<file path="config.mk">
export PLATFORM = sky130hd
export DESIGN_NAME = psum_drain_fp16
export DESIGN_NICKNAME = d
export VERILOG_FILES = /design/src/rtl/fp16_pkg.sv /design/src/rtl/psum_fifo.sv /design/src/rtl/psum_drain_fp16.sv
export SDC_FILE = /design/constraint.sdc
export NUM_CORES = 1
export LEC_CHECK = 0
export BUFFER_PORTS_ARGS = -buffer_cell sky130_fd_sc_hd__buf_2
export CORE_UTILIZATION = 36
export CTS_CLUSTER_SIZE = 14
export DETAILED_ROUTE_END_ITERATION = 7
export SLEW_MARGIN = 20
export SYNTH_ARGS = -nofsm -noshare
export SYNTH_HDL_FRONTEND = slang
export SYNTH_SLANG_ARGS = --single-unit
</file>
<file path="constraint.sdc">
create_clock -name clk -period 14.7 [get_ports clk]
set_input_delay 2.94 -clock clk [delete_from_list [all_inputs] [get_ports clk]]
set_output_delay 2.94 -clock clk [all_outputs]
set_load 0.05 [all_outputs]
</file>
<file path="src/rtl/fp16_pkg.sv">
// Shared constants and types for the FP16 systolic array edge logic.
// Used by the psum drain and the ifmap feeder.
package fp16_pkg;

    localparam int FP16_W = 16;
    localparam int MAC_LAT = 9;
    localparam int ROWS_DEF = 4;
    localparam int ARRAY_LAT_DEF = ROWS_DEF * MAC_LAT;

    typedef enum logic [1:0] {
        IDLE,
        WAIT,
        CAPTURE,
        DRAIN
    } drain_state_t;

endpackage

</file>
<file path="src/rtl/psum_fifo.sv">
// Synchronous FIFO with first-word-fall-through head.
// A push while full is accepted only if a pop happens in the same cycle.
module psum_fifo #(
    parameter int W     = 64,
    parameter int DEPTH = 8
) (
    input  logic         clk,
    input  logic         rst,
    input  logic         push,
    input  logic [W-1:0] push_data,
    input  logic         pop,
    output logic         full,
    output logic         empty,
    output logic [W-1:0] data
);

    localparam int AW = $clog2(DEPTH);

    logic [W-1:0]  mem [DEPTH];
    logic [AW-1:0] wr_ptr;
    logic [AW-1:0] rd_ptr;
    logic [AW:0]   count;
    logic          wr_en;
    logic          rd_en;

    assign full  = count == (AW+1)'(DEPTH);
    assign empty = count == '0;
    assign wr_en = push && (!full || pop);
    assign rd_en = pop && !empty;
    assign data  = mem[rd_ptr];

    always_ff @(posedge clk or negedge rst) begin
        if (!rst) begin
            wr_ptr <= '0;
            rd_ptr <= '0;
            count  <= '0;
        end else begin
            if (wr_en) wr_ptr <= wr_ptr + AW'(1);
            if (rd_en) rd_ptr <= rd_ptr + AW'(1);
            unique case ({wr_en, rd_en})
                2'b10:   count <= count + (AW+1)'(1);
                2'b01:   count <= count - (AW+1)'(1);
                default: count <= count;
            endcase
        end
    end

    always_ff @(posedge clk) begin
        if (wr_en) mem[wr_ptr] <= push_data;
    end

endmodule

</file>
<file path="src/rtl/psum_drain_fp16.sv">
// Bottom-edge psum collector: deskews the columns, packs one word per
// input vector and streams it out through a small FIFO.
module psum_drain_fp16
    import fp16_pkg::*;
#(
    parameter int COLS       = 4,
    parameter int ARRAY_LAT  = ARRAY_LAT_DEF,
    parameter int FIFO_DEPTH = 8,
    parameter int CNT_W      = 16
) (
    input  logic                   clk,
    input  logic                   rst,
    input  logic                   start,
    input  logic [CNT_W-1:0]       num_vec,
    input  logic [FP16_W*COLS-1:0] psum_col,
    output logic [FP16_W*COLS-1:0] out_data,
    output logic                   out_valid,
    input  logic                   out_ready,
    output logic                   out_last,
    output logic                   busy,
    output logic                   done,
    output logic                   overflow
);

    localparam int W  = FP16_W * COLS;
    localparam int CW = CNT_W + 2;
    localparam logic [CW-1:0] SKEW = CW'(COLS - 1);

    drain_state_t     state;
    drain_state_t     state_n;
    logic [CW-1:0]    cnt;
    logic [CW-1:0]    cnt_n;
    logic [CW-1:0]    cap_end;
    logic [CNT_W-1:0] nv_q;
    logic [CNT_W-1:0] pop_cnt;
    logic             zero_done;
    logic             ovf;
    logic             start_ok;
    logic             push;
    logic             pop;
    logic             full;
    logic             empty;
    logic [W-1:0]     push_word;
    logic [W-1:0]     head;
    logic [FP16_W-1:0] aligned [COLS];

    // Lane c waits COLS-1-c cycles so every lane lines up with the last one.
    for (genvar c = 0; c < COLS; c++) begin : g_lane
        localparam int D = COLS - 1 - c;
        if (D == 0) begin : g_pass
            assign aligned[c] = psum_col[c*FP16_W +: FP16_W];
        end else begin : g_dly
            logic [FP16_W-1:0] sr [D];
            always_ff @(posedge clk or negedge rst) begin
                if (!rst) begin
                    for (int i = 0; i < D; i++) sr[i] <= '0;
                end else begin
                    sr[0] <= psum_col[c*FP16_W +: FP16_W];
                    for (int i = 1; i < D; i++) sr[i] <= sr[i-1];
                end
            end
            assign aligned[c] = sr[D-1];
        end
    end

    always_comb begin
        push_word = '0;
        for (int c = 0; c < COLS; c++)
            push_word[c*FP16_W +: FP16_W] = aligned[c];
    end

    assign start_ok  = start && (state == IDLE);
    assign cap_end   = CW'(nv_q) + SKEW - CW'(1);
    assign out_valid = !empty;
    assign pop       = out_valid && out_ready;
    assign out_data  = out_valid ? head : '0;
    assign out_last  = out_valid && (pop_cnt == nv_q - CNT_W'(1));
    assign busy      = state != IDLE;
    assign done      = zero_done || (state == DRAIN && empty);
    assign overflow  = ovf;

    always_comb begin
        state_n = state;
        cnt_n   = cnt;
        push    = 1'b0;
        unique case (state)
            IDLE: begin
                if (start_ok && num_vec != '0) begin
                    state_n = WAIT;
                    cnt_n   = CW'(ARRAY_LAT - 2);
                end
            end
            WAIT: begin
                if (cnt == '0) begin
                    state_n = CAPTURE;
                end else begin
                    cnt_n = cnt - CW'(1);
                end
            end
            CAPTURE: begin
                push = cnt >= SKEW;
                if (cnt == cap_end) begin
                    state_n = DRAIN;
                    cnt_n   = '0;
                end else begin
                    cnt_n = cnt + CW'(1);
                end
            end
            DRAIN: begin
                if (empty) state_n = IDLE;
            end
            default: state_n = IDLE;
        endcase
    end

    always_ff @(posedge clk or negedge rst) begin
        if (!rst) begin
            state     <= IDLE;
            cnt       <= '0;
            nv_q      <= '0;
            pop_cnt   <= '0;
            zero_done <= 1'b0;
            ovf       <= 1'b0;
        end else begin
            state     <= state_n;
            cnt       <= cnt_n;
            zero_done <= start_ok && (num_vec == '0);
            if (start_ok) begin
                nv_q    <= num_vec;
                pop_cnt <= '0;
                ovf     <= 1'b0;
            end else begin
                if (pop) pop_cnt <= pop_cnt + CNT_W'(1);
                if (push && full && !pop) ovf <= 1'b1;
            end
        end
    end

    psum_fifo #(
        .W     (W),
        .DEPTH (FIFO_DEPTH)
    ) u_fifo (
        .clk       (clk),
        .rst       (rst),
        .push      (push),
        .push_data (push_word),
        .pop       (pop),
        .full      (full),
        .empty     (empty),
        .data      (head)
    );

endmodule

</file>
==> impl_metrics.yaml, run 1 <==
run_status:
  status: "complete, but fails checks"
  violations: "design-rule violations"
place:
  dp_cells: 2571
  hpwlAfterDp_mm: 30.9
  gp_congestion: 0.778
  portBuffers: 152
floorplanning:
  rows: 99
  die_h_um: 274
  coreArea_um2: 73200
  num_io_pins: 153
  dieArea_um2: 75300
  die_w_um: 274
  initial_core_util_pct: 36.5
critical_path:
  critPathKind: "reg2out"
  cp_top_family: "buffers and inverters"
  reg2reg_slack_ns: 10.92
  endpoint_kind: "output port"
  cp-endpoint: "out_data[8]"
  slowest_delay_ns: 1.08
  worst-r2r-cell-count: 9
  cp_num_cells: 5
  critPathLaunch: "u_fifo.rd_ptr[1]$_DFFE_PN0P_"
  crit_buf_inv: 2
  reg2reg_to: "u_fifo.mem[0][0]$_DFFE_PP_"
  path_cells: "buf_4 -> mux4_2 -> mux2i_1 -> nor2_1 -> buf_2"
  cp_slowest_cell: "dfrtp_4"
  arrival_ns: 3.74
  cp-start-kind: "flop"
  required_ns: 11.76
  worst-path-max-fanout: 66
  regToRegStartpoint: "cnt[6]$_DFFE_PN0P_"
timing:
  finalSetupTns_ns: 0
  setup_violations: 0
  fin_crit_ns: 6.68
  hold_viol: 0
  tightest_slew_ns: 1.03
  maxSlewViolCount: 0
  skew_ns: 0.0320
  rsz0062_at_grt: "false"
  fmax_mhz: 150
  max_slew_margin_pct: 31.4
  fin_crit_sh_pct: 45.5
clocking:
  clock-sinks: 672
  clk_pin_slew_ns: 0.06
  htree_num_levels: 3
  cts_buffers: 75
  clk_path_buf_depth: 3
  cts_setup_buffers: 0
  clock_latency_ns: 0.62
  cts-root-buf: "clkbuf_16"
  cts_hold_buf: 0
  cts_resized: 0
  cts_tree: "done"
global_route:
  antenna_found_initial: 1
  grt_pass1_wl_mm: 88.2
  first_global_vias: 14700
  grt_max_degree: 96
  grt_overflow: 0
  grt_usage_pct: 15.4
min_path:
  hp-class: "reg2reg"
synthesis:
  synth_nets: 1626
  postSynthAreaPerCell_um2: 17.5
  syn-cell-area_um2: 26700
  synth_area_leader_cell: "edfxtp_1"
  async_flop_share_pct: 23.8
  yosys.cell_types.count: 71
  ys_warn_count: 0
  synth_flop_cell: "edfxtp_1"
  yosys_register_bits: 672
  synth_cells: 1525
  synth_edf_count: 512
  ys_seq_area_share_pct: 72.6
  synth_area_leaders: "edfxtp_1, dfrtp_1, mux4_2"
  synth_top_area_share_pct: 57.6
drt:
  drc_errors: 26
  wl_mm: 56.7
  antenna_left: 0
  via_per_inst: 5.13
  num_vias: 13900
  wire_per_inst_um: 20.9
  first_iter_violations: 957
  firstDrtPassIters: 7
layout:
  final_cell_mix: "edfxtp_1, dfrtp_1, buf_2"
  layout.cells.most_common: "edfxtp_1"
  drive_gt1_share_pct: 25.2
  nNetsFinal: 1790
  area_delta_synth_final_pct: 15.9
  finalNonFillerCells: 2709
job:
  maxCapViolations: 0
pwr:
  leakage_nw: 10.9
  power-per-cell-area_nw_per_um2: 217
  vdd_drop_max_v: 0.000143
## where the power goes
part / total, mW / switching [mW] / internal, mW
combinational: 2.34 / 1.51 / 0.827
clock: 1.79 / 0.757 / 1.03
sequential: 2.58 / 0.286 / 2.29
total: 6.70 / 2.55 / 4.15
## Yosys cell counts, types with 5 or more instances
cell type and number:
ha_1 17, o21ai_0 19, o21ai_1 5, buf_2 12, mux4_2 128, nand3_1 33, a22oi_1 5, nand4_1 15
a31oi_1 10, a21oi_1 19, inv_1 23, xnor2_1 37, nor3_1 30, buf_1 23, and2_1 5, nor2_1 109
edfxtp_1 512, and3_1 8, nand2_1 91, mux2i_1 67, xor2_1 33, nor4_1 13, a211oi_1 7, or3_1 7
nand2b_1 10, clkbuf_1 47, dfrtp_1 160
## per-layer routing
layer / GRT usage [%] / vias to the layer above / wire [um]
li1: - / 6242 / -
met1: 20.9 / 7244 / 25100
met2: 25.3 / 339 / 27800
met3: 2.91 / 72 / 2690
met4: 3.92 / 0 / 1070
met5: 0 / - / 0
## area by class of cell
type	instances	area [um2]
diodes	1	2.50
clock buffers	106	2070
clock inverters	31	325
fillers	6448	42300
inverters	23	86.3
multi-input cells	742	6930
flip-flops and latches	672	19400
well taps	959	1200
repair buffers	175	946
## flip-flops by register name, summed over array words and instances, names as in the netlist
register,count
zero_done,1
u_fifo.mem,512
pop_cnt,16
u_fifo.count,4
aligned,32
u_fifo.wr_ptr,3
state,2
u_fifo.rd_ptr,3
overflow,1
g_lane.g_dly.sr,64
nv_q,16
cnt,18
## cells by family (layout without fill, tap and decap cells)
kind of cell    after synthesis  in the layout  share of synthesized area [%]
compound gates              103            103                           2.68
xor+xnor                     70             70                           2.30
fa+ha+maj                    17             17                          0.797
buf+inv                     111            335                           1.76
flops                       672            672                           72.6
mux                         198            198                           13.4
other cells                   0              1                              0
simple gates                354            354                           6.47
## worst min-delay path by stage
stage                                       endpoint                              from  depth (start not counted)  slack [ns]
global placement               aligned[59]$_DFF_PN0_  g_lane[0].g_dly.sr[27]$_DFF_PN0_                          0        0.33
finish              g_lane[0].g_dly.sr[16]$_DFF_PN0_  g_lane[0].g_dly.sr[32]$_DFF_PN0_                          0        0.33
detailed placement             aligned[55]$_DFF_PN0_  g_lane[0].g_dly.sr[23]$_DFF_PN0_                          0        0.33
global route        g_lane[0].g_dly.sr[16]$_DFF_PN0_  g_lane[0].g_dly.sr[32]$_DFF_PN0_                          0        0.34
floorplan                      aligned[32]$_DFF_PN0_  g_lane[1].g_dly.sr[16]$_DFF_PN0_                          0        0.33
CTS                            aligned[55]$_DFF_PN0_  g_lane[0].g_dly.sr[23]$_DFF_PN0_                          0        0.34
## stage by stage
step                instance area, um2  hold WS, ns  power (mW)  util, %  setup slack, ns
floorplan                        26700        0.331        4.38        -             6.34
global placement                 28500        0.332        4.95     39.0             8.53
detailed placement               28500        0.335        4.99     39.0             8.55
CTS                              30900        0.342        6.80     42.3             7.88
global route                     30900        0.340        7.05     42.3             7.72
finish                           30900        0.332        6.71     42.3             8.02
No activity file was read; power rests on OpenSTA's default activity.
==> run 2, diff against run 1 <==
- ABC_AREA: unset -> 1
- clock period: 14.7 -> 6.3 ns (I/O delays scaled with it)
==> impl_metrics.yaml, run 2 <==
floorplanning:
  die_w_um: 278
  num_io_pins: 153
  rows: 100
  initial_core_util_pct: 36.6
  dieArea_um2: 77100
  coreArea_um2: 74800
  die_h_um: 278
timing:
  hold_viol: 0
  max_slew_margin_pct: 27.6
  hold_ws_ns: 0.344
  maxSlewViolCount: 0
  tightest_slew_ns: 1.09
  fmax_mhz: 200
  skew_ns: 0.0312
  fin_crit_ns: 5.01
  fin_crit_sh_pct: 79.5
  setup_violations: 0
  finalWorstSetupSlack_ns: 1.29
  rsz0062_at_grt: "false"
  finalSetupTns_ns: 0
layout:
  finalNonFillerCells: 3523
  area_delta_synth_final_pct: 15.8
  layout.cells.most_common: "edfxtp_1"
  finish.instance_area_um2: 31700
  nNetsFinal: 2591
  largest_reg_flops: 512
  multi_input_area_um2: 7060
  drive_gt1_share_pct: 13.5
  fill_cells: 6890
  final_cell_mix: "edfxtp_1, nor2_1, o21ai_0"
  regMostFlops: "u_fifo.mem"
  post-route-util_pct: 42.3
  register_area_um2: 19400
critical_path:
  timing.critical_path.mode_cell: "o21ai_0"
  slowest_delay_ns: 0.89
  crit_buf_inv: 2
  cp_top_family: "buffers and inverters"
  endpoint_kind: "output port"
  critPathKind: "reg2out"
  worst-path-max-fanout: 78
  cp-start-kind: "flop"
  cp_slowest_cell: "buf_4"
  required_ns: 5.04
  arrival_ns: 3.75
  path_cells: "buf_4 -> o21ai_0 -> o22ai_1 -> o21ai_0 -> a31oi_1 -> buf_2"
drt:
  firstDrtPassIters: 6
  wl_met1_mm: 29.2
  wire_per_inst_um: 18.8
  first_iter_violations: 1310
  wl_mm: 66.4
  antenna_left: 0
  drc_errors: 0
  top_layer: "met5"
  num_vias: 18100
  met2_length_mm: 31.4
  via_per_inst: 5.15
  wl_met3_mm: 4.17
synthesis:
  netlist_top_cells_count: "edfxtp_1, nor2_1, o21ai_0, nand2_1, dfrtp_1"
  synth_flop_cell: "edfxtp_1"
  synth_top_area_share_pct: 56.2
  synth_most_common_cell: "edfxtp_1"
  syn-cell-area_um2: 27400
  postSynthAreaPerCell_um2: 11.6
  synth_nets: 2466
  synth_cells: 2365
  ys_warn_count: 0
  yosys_register_bits: 672
  yosys.cell_types.count: 42
  ys_seq_area_share_pct: 70.8
  async_flop_share_pct: 23.8
  synth_edf_count: 512
  synth_area_leader_cell: "edfxtp_1"
  synth_area_leaders: "edfxtp_1, dfrtp_1, nor2_1"
run_status:
  status: "finished clean"
place:
  dp_cells: 3380
  placed_cell_area_um2: 29100
  portBuffers: 152
  hpwlAfterDp_mm: 36.4
  preCtsSetupSlack_ns: 1.91
  gp_congestion: 0.889
clocking:
  clk_pin_slew_ns: 0.06
  htree_num_levels: 3
  cts_tree: "done"
  cts-root-buf: "clkbuf_16"
  cts_hold_buf: 0
  clock-sinks: 672
  clk_path_buf_depth: 3
  clock_latency_ns: 0.63
  cts_buffers: 76
  cts_setup_buffers: 0
  cts_resized: 0
global_route:
  grt_pass1_wl_mm: 104
  grt_max_degree: 144
  grt_overflow: 0
  grt_usage_pct: 17.3
  first_global_vias: 18300
  antenna_found_initial: 4
pwr:
  vdd_drop_max_v: 0.000298
  power-per-cell-area_nw_per_um2: 514
  leakage_nw: 11.8
  design_power_total_mw: 16.3
job:
  maxCapViolations: 0
min_path:
  hp-class: "reg2reg"
[run 2: cell types whose count changed in the layout (fill, tap and decap cells not counted), sizes merged, moves of 40 or more]
cell and change:
nand2 +148, o21ai +341, nand3 +40, mux2i -67
mux4 -128, o22ai +60, inv +95, a31oi +57
nor2 +382
[run 2: metal layers]
metal / up-vias / track usage (%)
met5: - / 0
met2: 484 / 28.1
met4: 4 / 5.94
met1: 8975 / 22.8
li1: 8552 / -
met3: 120 / 3.87
[run 2: report_power, final]
part           total [mW]  internal (mW)  switching [mW]  leakage, nW
Combinational        6.18           1.54            4.64         3.99
Sequential           5.71           5.30           0.413         6.57
Clock                4.37           2.52            1.85         1.23
Total                16.3           9.36            6.90         11.8
[run 2: area by class of cell]
cell class	instances	share of cell area (%)
Clock buffer	97	6.61
Timing Repair Buffer	182	3.30
Tap cell	969	3.83
Clock inverter	42	1.34
Sequential cell	672	61.2
Inverter	116	1.41
Antenna cell	3	0.0237
Multi-Input combinational cell	1442	22.3
[run 2: logic make-up after synthesis]
kind of cell    after synthesis  synth area share [%]
simple gates                848                  12.7
fa+ha+maj                    17                 0.777
flops                       672                  70.8
compound gates              526                  10.3
xor+xnor                     51                  1.73
buf+inv                     251                  3.64
[run 2: worst paths after layout]
check,startpoint,endpoint,slack [ns],depth (start not counted)
min in group asynchronous,rst,cnt[10]$_DFFE_PN0P_,0.68,1
worst max register to register,cnt[0]$_DFFE_PN0P_,u_fifo.mem[2][14]$_DFFE_PP_,2.86,9
worst min-delay path,g_lane[0].g_dly.sr[35]$_DFF_PN0_,g_lane[0].g_dly.sr[19]$_DFF_PN0_,0.34,0
worst min register to register,g_lane[0].g_dly.sr[35]$_DFF_PN0_,g_lane[0].g_dly.sr[19]$_DFF_PN0_,0.34,0
max in group asynchronous,rst,g_lane[0].g_dly.sr[34]$_DFF_PN0_,4.46,2
worst max-delay path,u_fifo.rd_ptr[1]$_DFFE_PN0P_,out_data[16],1.29,6
==> run 3, diff against run 2 <==
- ABC_AREA: 1 -> 0
- clock period: 6.3 -> 5.17 ns (I/O delays scaled with it)
==> impl_metrics.yaml, run 3 (synthesis gave the netlist of run 1 again) <==
floorplanning:
  rows: 99
  initial_core_util_pct: 36.5
  die_h_um: 274
  dieArea_um2: 75300
  coreArea_um2: 73200
  num_io_pins: 153
  die_w_um: 274
clocking:
  cts_tree: "done"
  cts_buffers: 74
  cts_setup_buffers: 0
  clock-sinks: 672
  clock_latency_ns: 0.61
  htree_num_levels: 3
  cts-root-buf: "clkbuf_16"
  cts_resized: 0
  cts_hold_buf: 0
  clk_pin_slew_ns: 0.06
  clk_path_buf_depth: 3
critical_path:
  critPathLaunch: "nv_q[3]$_DFFE_PN0P_"
  arrival_ns: 3.40
  regToRegStartpoint: "cnt[6]$_DFFE_PN0P_"
  worst-path-max-fanout: 15
  critPathKind: "reg2out"
  endpoint_kind: "output port"
  cp-start-kind: "flop"
  reg2reg_slack_ns: 1.70
  required_ns: 4.14
global_route:
  grt_usage_pct: 15.7
  grt_max_degree: 72
  antenna_found_initial: 1
  grt_overflow: 0
  first_global_vias: 14900
  grt_pass1_wl_mm: 89.0
run_status:
  status: "complete, but fails checks"
  violations: "design-rule violations"
pwr:
  p_sw_share_pct: 37.8
  power-per-cell-area_nw_per_um2: 620
  design_power_total_mw: 19.3
  vdd_drop_max_v: 0.000440
  leakage_nw: 10.9
  p_comb_share_pct: 35.5
  seq_power_share_pct: 37.8
  p_switching_mw: 7.28
  p_clk_share_pct: 26.7
  p_int_mw: 12.0
timing:
  rsz0062_at_grt: "false"
  max_slew_margin_pct: 34.0
  finalWorstSetupSlack_ns: 0.731
  fin_crit_sh_pct: 85.9
  fin_crit_ns: 4.44
  maxSlewViolCount: 0
  fmax_mhz: 225
  setup_violations: 0
  hold_viol: 0
  tightest_slew_ns: 0.981
  skew_ns: 0.0246
  finalSetupTns_ns: 0
min_path:
  min_from: "g_lane[0].g_dly.sr[17]$_DFF_PN0_"
  hp-class: "reg2reg"
place:
  placed_cell_area_um2: 28700
  preCtsSetupSlack_ns: 1.40
  portBuffers: 152
  dp_cells: 2572
  gp_congestion: 0.795
  hpwlAfterDp_mm: 32.3
layout:
  layout.cells.most_common: "edfxtp_1"
  finish.instance_area_um2: 31100
  area_delta_synth_final_pct: 16.5
  largest_reg_flops: 512
  fill_cells: 6390
  nNetsFinal: 1790
  drive_gt1_share_pct: 24.9
  finalNonFillerCells: 2709
  regMostFlops: "u_fifo.mem"
  final_cell_mix: "edfxtp_1, dfrtp_1, buf_2"
drt:
  via_per_inst: 5.20
  wire_per_inst_um: 21.4
  num_vias: 14100
  first_iter_violations: 943
  antenna_left: 0
  wl_mm: 57.9
  drc_errors: 26
  firstDrtPassIters: 7
job:
  maxCapViolations: 0
## run 3: per-stage QoR
step / utilization, % / hold slack, ns
floorplan: - / 0.331
global placement: 39.2 / 0.332
detailed placement: 39.2 / 0.335
CTS: 42.5 / 0.344
global route: 42.5 / 0.352
finish: 42.5 / 0.344
## run 3: critical path: stages, from the launching register on
cell and delay (ns):
dfrtp_1 0.53, or4_4 0.59, nor3_1 0.45, nand2_1 0.17, nor3_1 0.25, xnor2_1 0.15
o311ai_1 0.11, nor3_1 0.23, buf_2 0.31
## run 3: power groups by stage
| stage | combinational, mW | sequential, mW | clock (mW) |
|---|---|---|---|
| finish | 6.84 | 7.30 | 5.15 |
| global route | 7.33 | 7.40 | 5.48 |
| CTS | 6.94 | 7.31 | 5.29 |
| detailed placement | 6.92 | 7.42 | 0 |
| global placement | 6.87 | 7.37 | 0 |
| floorplan | 5.57 | 6.88 | 0 |
## run 3: per-layer routing
| layer | GRT usage [%] | vias to the layer above | share of wire, % |
|---|---|---|---|
| met3 | 2.67 | 87 | 4.8 |
| met1 | 20.3 | 7415 | 43 |
| met2 | 26.7 | 353 | 51 |
| met4 | 4.82 | 2 | 2.0 |
| met5 | 0 | - | 0.010 |
| li1 | - | 6241 | - |
## run 3: layout make-up
class	instances	area, um2	share of cell area (%)
flip-flops and latches	672	19400	62.3
multi-input cells	742	6940	22.3
clock buffers	102	2060	6.62
well taps	959	1200	3.86
repair buffers	176	1100	3.54
clock inverters	34	333	1.07
inverters	23	86.3	0.278
diodes	1	2.50	0.00804
## run 3: final timing paths
path                                               end  depth (start not counted)
max in group asynchronous        aligned[50]$_DFF_PN0_                          2
hold reg to reg                  aligned[49]$_DFF_PN0_                          0
hold / removal                   aligned[49]$_DFF_PN0_                          0
min in group asynchronous        aligned[63]$_DFF_PN0_                          1
setup reg to reg           u_fifo.count[3]$_DFFE_PN0P_                         11
setup / recovery                              out_last                          8
